## config.mk

```make
export PLATFORM = sky130hd
export DESIGN_NAME = sv_uart_rx
export DESIGN_NICKNAME = d
export VERILOG_FILES = /design/src/rtl/sv_uart_rx.sv
export SDC_FILE = /design/constraint.sdc
export NUM_CORES = 1
export LEC_CHECK = 0
export BUFFER_PORTS_ARGS = -buffer_cell sky130_fd_sc_hd__buf_2
export CAP_MARGIN = 20
export CELL_PAD_IN_SITES_DETAIL_PLACEMENT = 0
export CELL_PAD_IN_SITES_GLOBAL_PLACEMENT = 1
export CORE_MARGIN = 4
export CORE_UTILIZATION = 41
export CTS_CLUSTER_SIZE = 25
export DETAILED_ROUTE_END_ITERATION = 16
export PLACE_DENSITY_LB_ADDON = 0.1
export SLEW_MARGIN = 15
export SYNTH_ARGS = -nofsm -noshare
export SYNTH_HDL_FRONTEND = slang
export SYNTH_SLANG_ARGS = --single-unit
```

## constraint.sdc

```tcl
create_clock -name iclk -period 2.7 [get_ports iclk]
set_clock_uncertainty 0.15 [all_clocks]
set_input_delay 0.27 -clock iclk [delete_from_list [all_inputs] [get_ports iclk]]
set_output_delay 0.27 -clock iclk [all_outputs]
set_load 0.05 [all_outputs]
```

## src/rtl/sv_uart_rx.sv

```systemverilog
// sv_uart_rx: AXI-Stream UART receiver (1 start, DATA_WIDTH data bits LSB-first, STOP_BITS stop bits).
// Optional macro SV_UART_RX_MAJORITY_EN: 2-of-3 majority around each bit centre, decisions one clock later.
module sv_uart_rx #(
  parameter int DATA_WIDTH = 8,
  parameter int STOP_BITS  = 1
) (
  input  logic                  iclk,
  input  logic                  irst_n,
  input  logic                  irx,
  input  logic [15:0]           idivider,
  output logic [DATA_WIDTH-1:0] m_axis_tdata,
  output logic                  m_axis_tvalid,
  input  logic                  m_axis_tready,
  output logic                  m_axis_tuser,
  output logic                  ooverrun,
  output logic                  obusy
);

  typedef enum logic [1:0] {ST_IDLE, ST_START, ST_DATA, ST_STOP} state_e;

  localparam logic [4:0] LAST_BIT  = 5'(DATA_WIDTH - 1);
  localparam logic [1:0] LAST_STOP = 2'(STOP_BITS - 1);

  logic                  sync1_q, rx_s_q, rx_d_q;
  state_e                state_q, state_d;
  logic [15:0]           cnt_q, cnt_d;
  logic [15:0]           div_q, div_d;
  logic [4:0]            bitcnt_q, bitcnt_d;
  logic [1:0]            stopcnt_q, stopcnt_d;
  logic [DATA_WIDTH-1:0] shreg_q, shreg_d;
  logic [DATA_WIDTH-1:0] tdata_q, tdata_d;
  logic                  ferr_q, ferr_d, ferr_nxt;
  logic                  tvalid_q, tvalid_d;
  logic                  tuser_q, tuser_d;
  logic                  ovr_q, ovr_d;
  logic                  fall, tick, strobe, bit_v, load;

  // Two-flop synchronizer plus one delay flop for falling-edge detection.
  always_ff @(posedge iclk or negedge irst_n) begin
    if (!irst_n) begin
      sync1_q <= 1'b1;
      rx_s_q  <= 1'b1;
      rx_d_q  <= 1'b1;
    end else begin
      sync1_q <= irx;
      rx_s_q  <= sync1_q;
      rx_d_q  <= rx_s_q;
    end
  end

  assign fall = rx_d_q & ~rx_s_q;
  assign tick = (state_q != ST_IDLE) && (cnt_q == 16'd0);

`ifdef SV_UART_RX_MAJORITY_EN
  logic rx_dd_q, tick_q;

  always_ff @(posedge iclk or negedge irst_n) begin
    if (!irst_n) begin
      rx_dd_q <= 1'b1;
      tick_q  <= 1'b0;
    end else begin
      rx_dd_q <= rx_d_q;
      tick_q  <= tick;
    end
  end

  // One clock after the tick, rx_d_q holds the centre sample with its neighbours on either side.
  assign strobe = tick_q && (state_q != ST_IDLE);
  assign bit_v  = (rx_s_q & rx_d_q) | (rx_s_q & rx_dd_q) | (rx_d_q & rx_dd_q);
`else
  assign strobe = tick;
  assign bit_v  = rx_s_q;
`endif

  always_comb begin
    state_d   = state_q;
    cnt_d     = cnt_q;
    div_d     = div_q;
    bitcnt_d  = bitcnt_q;
    stopcnt_d = stopcnt_q;
    shreg_d   = shreg_q;
    ferr_d    = ferr_q;
    ferr_nxt  = ferr_q | ~bit_v;
    load      = 1'b0;

    // Divider is captured once per frame; the first strobe lands half a bit after the edge.
    if (state_q == ST_IDLE) begin
      if (fall) begin
        state_d = ST_START;
        cnt_d   = idivider >> 1;
        div_d   = idivider;
      end
    end else if (cnt_q == 16'd0) begin
      cnt_d = div_q - 16'd1;
    end else begin
      cnt_d = cnt_q - 16'd1;
    end

    if (strobe) begin
      case (state_q)
        ST_START: begin
          if (bit_v) begin
            state_d = ST_IDLE;
          end else begin
            state_d  = ST_DATA;
            bitcnt_d = '0;
          end
        end
        ST_DATA: begin
          shreg_d  = {bit_v, shreg_q[DATA_WIDTH-1:1]};
          bitcnt_d = bitcnt_q + 5'd1;
          if (bitcnt_q == LAST_BIT) begin
            state_d   = ST_STOP;
            stopcnt_d = '0;
            ferr_d    = 1'b0;
          end
        end
        ST_STOP: begin
          ferr_d    = ferr_nxt;
          stopcnt_d = stopcnt_q + 2'd1;
          if (stopcnt_q == LAST_STOP) begin
            state_d = ST_IDLE;
            load    = 1'b1;
          end
        end
        default: ;
      endcase
    end
  end

  // A completed word always wins; overrun only when the held word was not taken this cycle.
  always_comb begin
    tvalid_d = tvalid_q;
    tdata_d  = tdata_q;
    tuser_d  = tuser_q;
    ovr_d    = 1'b0;
    if (load) begin
      tvalid_d = 1'b1;
      tdata_d  = shreg_q;
      tuser_d  = ferr_nxt;
      ovr_d    = tvalid_q & ~m_axis_tready;
    end else if (tvalid_q && m_axis_tready) begin
      tvalid_d = 1'b0;
    end
  end

  always_ff @(posedge iclk or negedge irst_n) begin
    if (!irst_n) begin
      state_q   <= ST_IDLE;
      cnt_q     <= '0;
      div_q     <= '0;
      bitcnt_q  <= '0;
      stopcnt_q <= '0;
      shreg_q   <= '0;
      ferr_q    <= 1'b0;
      tdata_q   <= '0;
      tvalid_q  <= 1'b0;
      tuser_q   <= 1'b0;
      ovr_q     <= 1'b0;
    end else begin
      state_q   <= state_d;
      cnt_q     <= cnt_d;
      div_q     <= div_d;
      bitcnt_q  <= bitcnt_d;
      stopcnt_q <= stopcnt_d;
      shreg_q   <= shreg_d;
      ferr_q    <= ferr_d;
      tdata_q   <= tdata_d;
      tvalid_q  <= tvalid_d;
      tuser_q   <= tuser_d;
      ovr_q     <= ovr_d;
    end
  end

  assign m_axis_tdata  = tdata_q;
  assign m_axis_tvalid = tvalid_q;
  assign m_axis_tuser  = tuser_q;
  assign ooverrun      = ovr_q;
  assign obusy         = (state_q != ST_IDLE);

endmodule

```

==> summary.txt, run 1 <==
Logic synthesis
  • Syn avg cell area: 9.64 µm²
  • Yosys top cell area share: 0.469
  • Post-synth EDFFs: 0
  • Largest area contributor in the netlist: dfrtp_1
  • Post-synthesis register bit count: 64
  • Syn. warnings: 0
  • Most used DFF post-synth: dfrtp_1
  • Unique masters post-synth: 55
  • Sequential cell area fraction in the yosys report: 0.493
  • Syn Nets: around 360
  • Synth top area cells: dfrtp_1 47%, nand2_1 8.2%, mux2_2 7.3%
  • Mapped cell area: around 3300 µm²
  • Post-Syn Instances: 338
  • Async SR Flop Fraction: 1.00

Setup path
  • CP max stage delay: 0.55 ns
  • CP Launch Type: flop
  • CP max-delay cell: or4_4
  • Critical path arrival: 2.70 ns
  • Critical Path RT: around 2.8 ns
  • Buf+Inv Stages, Crit Path: 1
  • Cell family with most CP delay: compound AO/OA/AOI/OAI gates
  • Worst setup path category: reg2reg
  • Critical Path Sink Type: flop
  • Max FO, Critical Path: 7
  • Crit path cell chain: buf_4, or4_4, nor3_4, a41o_2, a211oi_1, o31a_1, o221a_1

Clock tree
  • Clock Sinks: 64
  • Htree depth: 3
  • CTS root buffer: clkbuf_8
  • CTS buffer count: 9
  • Setup Buffers After CTS: 0
  • CTS Buffer Depth: 2
  • Worst-skew pair later-pin latency: 0.34 ns
  • CTS tree: built
  • Clk slew on worst S/H paths: roughly 0.080 ns

GRT
  • Number of global-route vias before repair: 2758
  • Grt peak-use layer: met2
  • Total GRT Usage: 0.184
  • Met3 usage: 0.0395
  • Antenna violations before repair: 0
  • GR Util met1: 0.244
  • First-pass GRT wire length: 14000 µm
  • Met2 Use GR: 0.295
  • Largest net degree at the start of global routing: 65
  • Total grt overflow: 0

Power
  • Peak VDD IR: approximately 260 µV
  • Pwr dens: 756 nW/µm²
  • Psw: 1.09 mW
  • Clock network fraction of total power: 0.262
  • Pwr Total: 3.07 mW
  • Internal power: 1.98 mW
  • Sequential share of power: 0.437
  • Logic pwr share: 0.301
  • Switching Fraction: 0.355
  • LEAKAGE: 1.87 nW

Die
  • Row cnt: 32
  • Die W: ~97 µm
  • DIE AREA: 9440 µm²
  • Core area: 7730 µm²
  • Initial Util: 0.422
  • Top-Level Pins: 32
  • DIE HEIGHT: 97.1 µm

STA
  • Endpoints failing hold: 0
  • Crit path time final: 2.62 ns
  • Relative slew slack: 0.455
  • Worst Tran Pin Value: 0.817 ns
  • # setup viols final: 0
  • Max frequency: roughly 380 MHz
  • RSZ-0062 raised after global routing: false
  • Fin crit share: 0.972
  • Pins Over Slew Limit: 0
  • TNS Setup: 0 ns

Detailed routing
  • Drt first pass iters: 4
  • Drt wl/cell: 16.3 µm
  • Residual DRC count: 0
  • Via density: roughly 5.3
  • Vias post-DR: 2713
  • DRT antenna net count: 0
  • Total Wirelength: between 8000 and 9000 µm
  • Drt initial violations: between 80 and 90

Place
  • Gpl congestion: 0.848
  • Port bufs: 31
  • Dpl hpwl: 5810 µm

Final layout
  • Share of post-route cells with drive strength above 1: 0.278
  • Nets@finish: 431
  • Finished Core Util: 0.526
  • Area growth from synthesis to layout: 24.7%
  • Most frequent cells in the layout: 71 x nand2_1, 59 x dfrtp_1, 31 x buf_2
  • Most common cell after layout, fill and taps aside: nand2_1
  • N_diodes: 0

Status
  • Status: completed

Job
  • Max-cap violations: 0

Worst hold path
  • Tightest Hold Check Type: in2reg
## per-layer routing
layer,wire [µm],vias up,part of all wire
met1,3920,1301,0.47
met2,4000,55,0.48
met5,0,-,0
met3,313,12,0.037
li1,-,1345,-
met4,147,0,0.018
## sequential cells by signal, indices dropped and copies added, names as in the netlist, 2 cells and up
name / cells
bitcnt_q: 5
cnt_q: 16
div_q: 16
m_axis_tdata: 8
shreg_q: 8
state_q: 2
stopcnt_q: 2
## synthesized netlist by cell type, drive strengths merged, types with 6 or more instances
cell type	instances
a21oi	17
clkbuf	13
dfrtp	61
inv	8
mux2	21
nand2	72
nand3	7
nand4	6
nor2	25
nor3	10
nor4	7
o21ai	16
xor2	9
## per-stage QoR
stage / hold slack [ns] / worst slack (ns) / cells / cell area (µm²)
2_1_floorplan: -0.176 / 0.0149 / 338 / 3270
3_3_place_gp: 0.197 / 0.153 / 485 / 3710
3_5_place_dp: 0.197 / 0.0865 / 485 / 3710
4_1_cts: 0.00135 / 0.0555 / 515 / 4040
5_1_grt: 0.0145 / 0.00157 / 515 / 4060
6_report: 0.0107 / 0.0756 / 515 / 4060
## kinds of logic after synthesis
family / synth area share
flops: 0.493
mux: 0.0849
buf+inv: 0.0288
simple gates: 0.223
xor+xnor: 0.0269
fa+ha+maj: 0.0115
compound gates: 0.132
## power groups by stage
stage | clock network [mW] | logic [mW] | registers (mW)
finish | 0.806 | 0.925 | 1.34
global route | 0.870 | 1.03 | 1.37
CTS | 0.829 | 0.915 | 1.32
detailed placement | 0 | 0.893 | 1.34
global placement | 0 | 0.898 | 1.34
floorplan | 0 | 0.530 | 1.33
## final cells by class
type,instances,area [µm²]
inverters,8,30.0
clock buffers,10,128
fillers,739,3660
repair buffers,75,520
multi-input cells,250,1590
well taps,102,128
flip-flops and latches,64,1610
clock inverters,6,60.1
## worst paths after layout
path                              to  cells past startpoint        start  slack (ns)
setup / recovery            cnt_q[8]                      7    cnt_q[15]        0.08
hold reg to reg                bit_v                      0      sync1_q        0.21
setup reg to reg            cnt_q[8]                      7    cnt_q[15]        0.08
hold / removal              div_q[1]                      3  idivider[1]        0.01
min in group asynchronous  div_q[10]                      3       irst_n        0.48
max in group asynchronous   cnt_q[1]                      3       irst_n        1.32
## worst min-delay path: cells and delay by family
kind	cells	cell delay (ns)
AND/OR/NAND/NOR	2	0.10
buffers and inverters	1	0.10
## timing repair
item | CTS | global route
gates resized for setup | 0 | 8
hold buffers | 14 | 0
setup endpoints to repair | 0 | 4
endpoints found under the hold margin | 51 | 0
No activity file was read; power rests on OpenSTA's default activity.
==> inputs of run 2 (changes only) <==
--- a/config.mk
+++ b/config.mk
@@ -8,9 +8,9 @@
 export BUFFER_PORTS_ARGS = -buffer_cell sky130_fd_sc_hd__buf_2
 export CAP_MARGIN = 20
 export CELL_PAD_IN_SITES_DETAIL_PLACEMENT = 0
-export CELL_PAD_IN_SITES_GLOBAL_PLACEMENT = 1
+export CELL_PAD_IN_SITES_GLOBAL_PLACEMENT = 2
 export CORE_MARGIN = 4
-export CORE_UTILIZATION = 41
+export CORE_UTILIZATION = 34
 export CTS_CLUSTER_SIZE = 25
 export DETAILED_ROUTE_END_ITERATION = 16
 export PLACE_DENSITY_LB_ADDON = 0.1
==> run 2 against run 1 <==
Maximum frequency rose by 5.8%. Count of clock-buffer cells in the layout fell by 1. Register-to-register slack improved by 0.14 ns. Largest power group unchanged. Routed wire length rose by 5.1%. Via count rose by 1.5%. Core utilization fell by 6.8 points. Sequential cell count did not move. Highest routed layer unchanged. Cell area rose by 4.6%. Non-clock buffer count rose by 10. Global-route usage fell by 1.6 points. Worst setup slack improved by 0.14 ns. Hold slack improved by 0.017 ns.
==> summary.txt, run 2 (synthesis results as in run 1) <==
Status
  • Status: completed

STA
  • # setup viols final: 0 (unchanged)
  • TNS Setup: 0 ns (unchanged)
  • Fin crit share: 0.919 (-0.0530)
  • Max frequency: 403 MHz (+5.8%)
  • Relative slew slack: 0.584 (+0.129)
  • RSZ-0062 raised after global routing: false
  • Worst Tran Pin Value: 0.623 ns (-0.194 ns)
  • Crit path time final: 2.48 ns (-0.143 ns)
  • Endpoints failing hold: 0 (unchanged)
  • Pins Over Slew Limit: 0 (unchanged)

Die
  • Initial Util: 0.351 (-0.0707)
  • Core area: 9280 µm² (+20%)
  • DIE AREA: 11200 µm² (+19%)
  • Die W: 106 µm (+9.0%)
  • DIE HEIGHT: 106 µm (+9.0%)
  • Row cnt: 35 (+9.4%)
  • Top-Level Pins: 32 (unchanged)

Clock tree
  • CTS tree: built
  • CTS buffer count: 9 (unchanged)
  • Setup Buffers After CTS: 0 (unchanged)
  • Clock Sinks: 64 (unchanged)
  • CTS Buffer Depth: 2 (unchanged)
  • Clk slew on worst S/H paths: 0.08 ns (about the same)
  • CTS root buffer: clkbuf_8
  • Worst-skew pair later-pin latency: 0.35 ns (about the same)
  • Htree depth: 3 (unchanged)

Setup path
  • Critical Path Sink Type: primary output
  • Critical Path RT: 2.28 ns (-0.50 ns)
  • Critical path arrival: 2.06 ns (-0.64 ns)
  • Buf+Inv Stages, Crit Path: 4 (+3)
  • CP max stage delay: 0.51 ns (-0.04 ns)
  • Most used cell, CP: buf_4
  • CP max-delay cell: dfrtp_1
  • Cell family with most CP delay: buffers and inverters
  • Crit path cell chain: nor2_1, buf_4, inv_1, buf_4, buf_2
  • Max FO, Critical Path: 13 (+6)
  • Worst setup path category: reg2out
  • CP Launch Type: flop

Detailed routing
  • Residual DRC count: 0 (unchanged)
  • Drt initial violations: 99 (+13%)
  • Vias post-DR: 2755 (+1.5%)
  • DRT antenna net count: 0 (unchanged)
  • Drt first pass iters: 4 (unchanged)
  • Via density: 4.99 (-5.3%)
  • Drt wl/cell: 16.0 µm (-1.9%)
  • Total Wirelength: 8810 µm (+5.1%)

Power
  • Peak VDD IR: 441 µV (+67%)
  • LEAKAGE: 1.95 nW (+4.2%)
  • Pwr dens: 781 nW/µm² (+3.3%)

Place
  • Gpl congestion: 0.776 (-8.4%)
  • Port bufs: 31 (unchanged)
  • Dpl hpwl: 6110 µm (+5.1%)

Final layout
  • Area growth from synthesis to layout: 30.4%
  • Share of post-route cells with drive strength above 1: 0.281 (+0.00287)
  • Most common cell after layout, fill and taps aside: nand2_1
  • Most frequent cells in the layout: 71 x nand2_1, 61 x dfrtp_1, 35 x buf_4
  • N_diodes: 0 (unchanged)
  • Finished Core Util: 0.458 (-0.0682)
  • Nets@finish: 441 (+2.3%)
  • Largest registers: cnt_q (16), div_q (16)

GRT
  • Number of global-route vias before repair: 2806 (+1.7%)
  • Total grt overflow: 0 (unchanged)
  • Total GRT Usage: 0.168 (-0.0159)
  • First-pass GRT wire length: 14800 µm (+5.5%)
  • Antenna violations before repair: 0 (unchanged)
  • Largest net degree at the start of global routing: 65 (unchanged)

Job
  • Max-cap violations: 0 (unchanged)

Worst hold path
  • Tightest Hold Check Type: in2reg
[run 2: cell types whose count changed in the layout (fill, tap and decap cells not counted), moves of 2 or more]
| cell | before | now |
|---|---|---|
| dfrtp_2 | 2 | 0 |
| dlygate4sd3_1 | 14 | 18 |
| clkinv_2 | 3 | 0 |
| bufinv_16 | 1 | 3 |
| a2111oi_2 | 0 | 2 |
| buf_4 | 30 | 35 |
| clkinvlp_4 | 2 | 0 |
| dfrtp_1 | 59 | 61 |
| inv_6 | 0 | 3 |
[run 2: per-stage QoR]
stage / worst slack [ns] / hold WS, ns / instances / cell area [µm²] / power (mW)
2_1_floorplan: 0.0149 / -0.176 / 338 / 3270 / 1.86
3_3_place_gp: 0.176 / 0.172 / 518 / 3800 / 2.26
3_5_place_dp: 0.100 / 0.166 / 518 / 3800 / 2.26
4_1_cts: 0.0868 / 0.0130 / 552 / 4230 / 3.35
5_1_grt: 0.0133 / 0.0308 / 552 / 4250 / 3.55
6_report: 0.219 / 0.0275 / 552 / 4250 / 3.32
[run 2: worst paths after layout]
kind	start	to	slack, ns	depth (start not counted)
setup / recovery	state_q[1]	obusy	0.22	5
hold / removal	m_axis_tready	ooverrun	0.03	3
setup reg to reg	cnt_q[15]	cnt_q[8]	0.22	10
hold reg to reg	sync1_q	bit_v	0.21	0
max in group asynchronous	irst_n	bit_v	1.75	3
min in group asynchronous	irst_n	div_q[15]	0.31	3
[run 2: power by group]
group / switching (mW) / total, mW / internal (mW)
Sequential: 0.170 / 1.31 / 1.14
Combinational: 0.520 / 0.958 / 0.439
Clock: 0.427 / 1.05 / 0.625
[run 2: tightest hold or removal path: stages]
cell and delay [ns]:
buf_2 0.07, nand2b_1 0.11, nor2_1 0.04
[run 2: repair_timing]
| item | CTS | global route |
|---|---|---|
| resized for setup | 0 | 5 |
| endpoints found under the setup margin | 0 | 2 |
| hold endpoints to repair | 78 | 0 |
| hold buffers | 18 | 0 |
[run 2: layout make-up]
class	count	area, µm²
clock buffer	9	124
clock inverter	7	125
fill	921	5030
inverter	8	30.0
multi-input combinational	250	1590
sequential	64	1610
tap	129	161
timing repair buffer	85	618
[run 2: layer usage]
metal | global-route usage | routed length, µm
met5 | 0 | 0
met2 | 0.270 | 4250
met1 | 0.226 | 4220
met4 | 0.0361 | 62
met3 | 0.0510 | 273
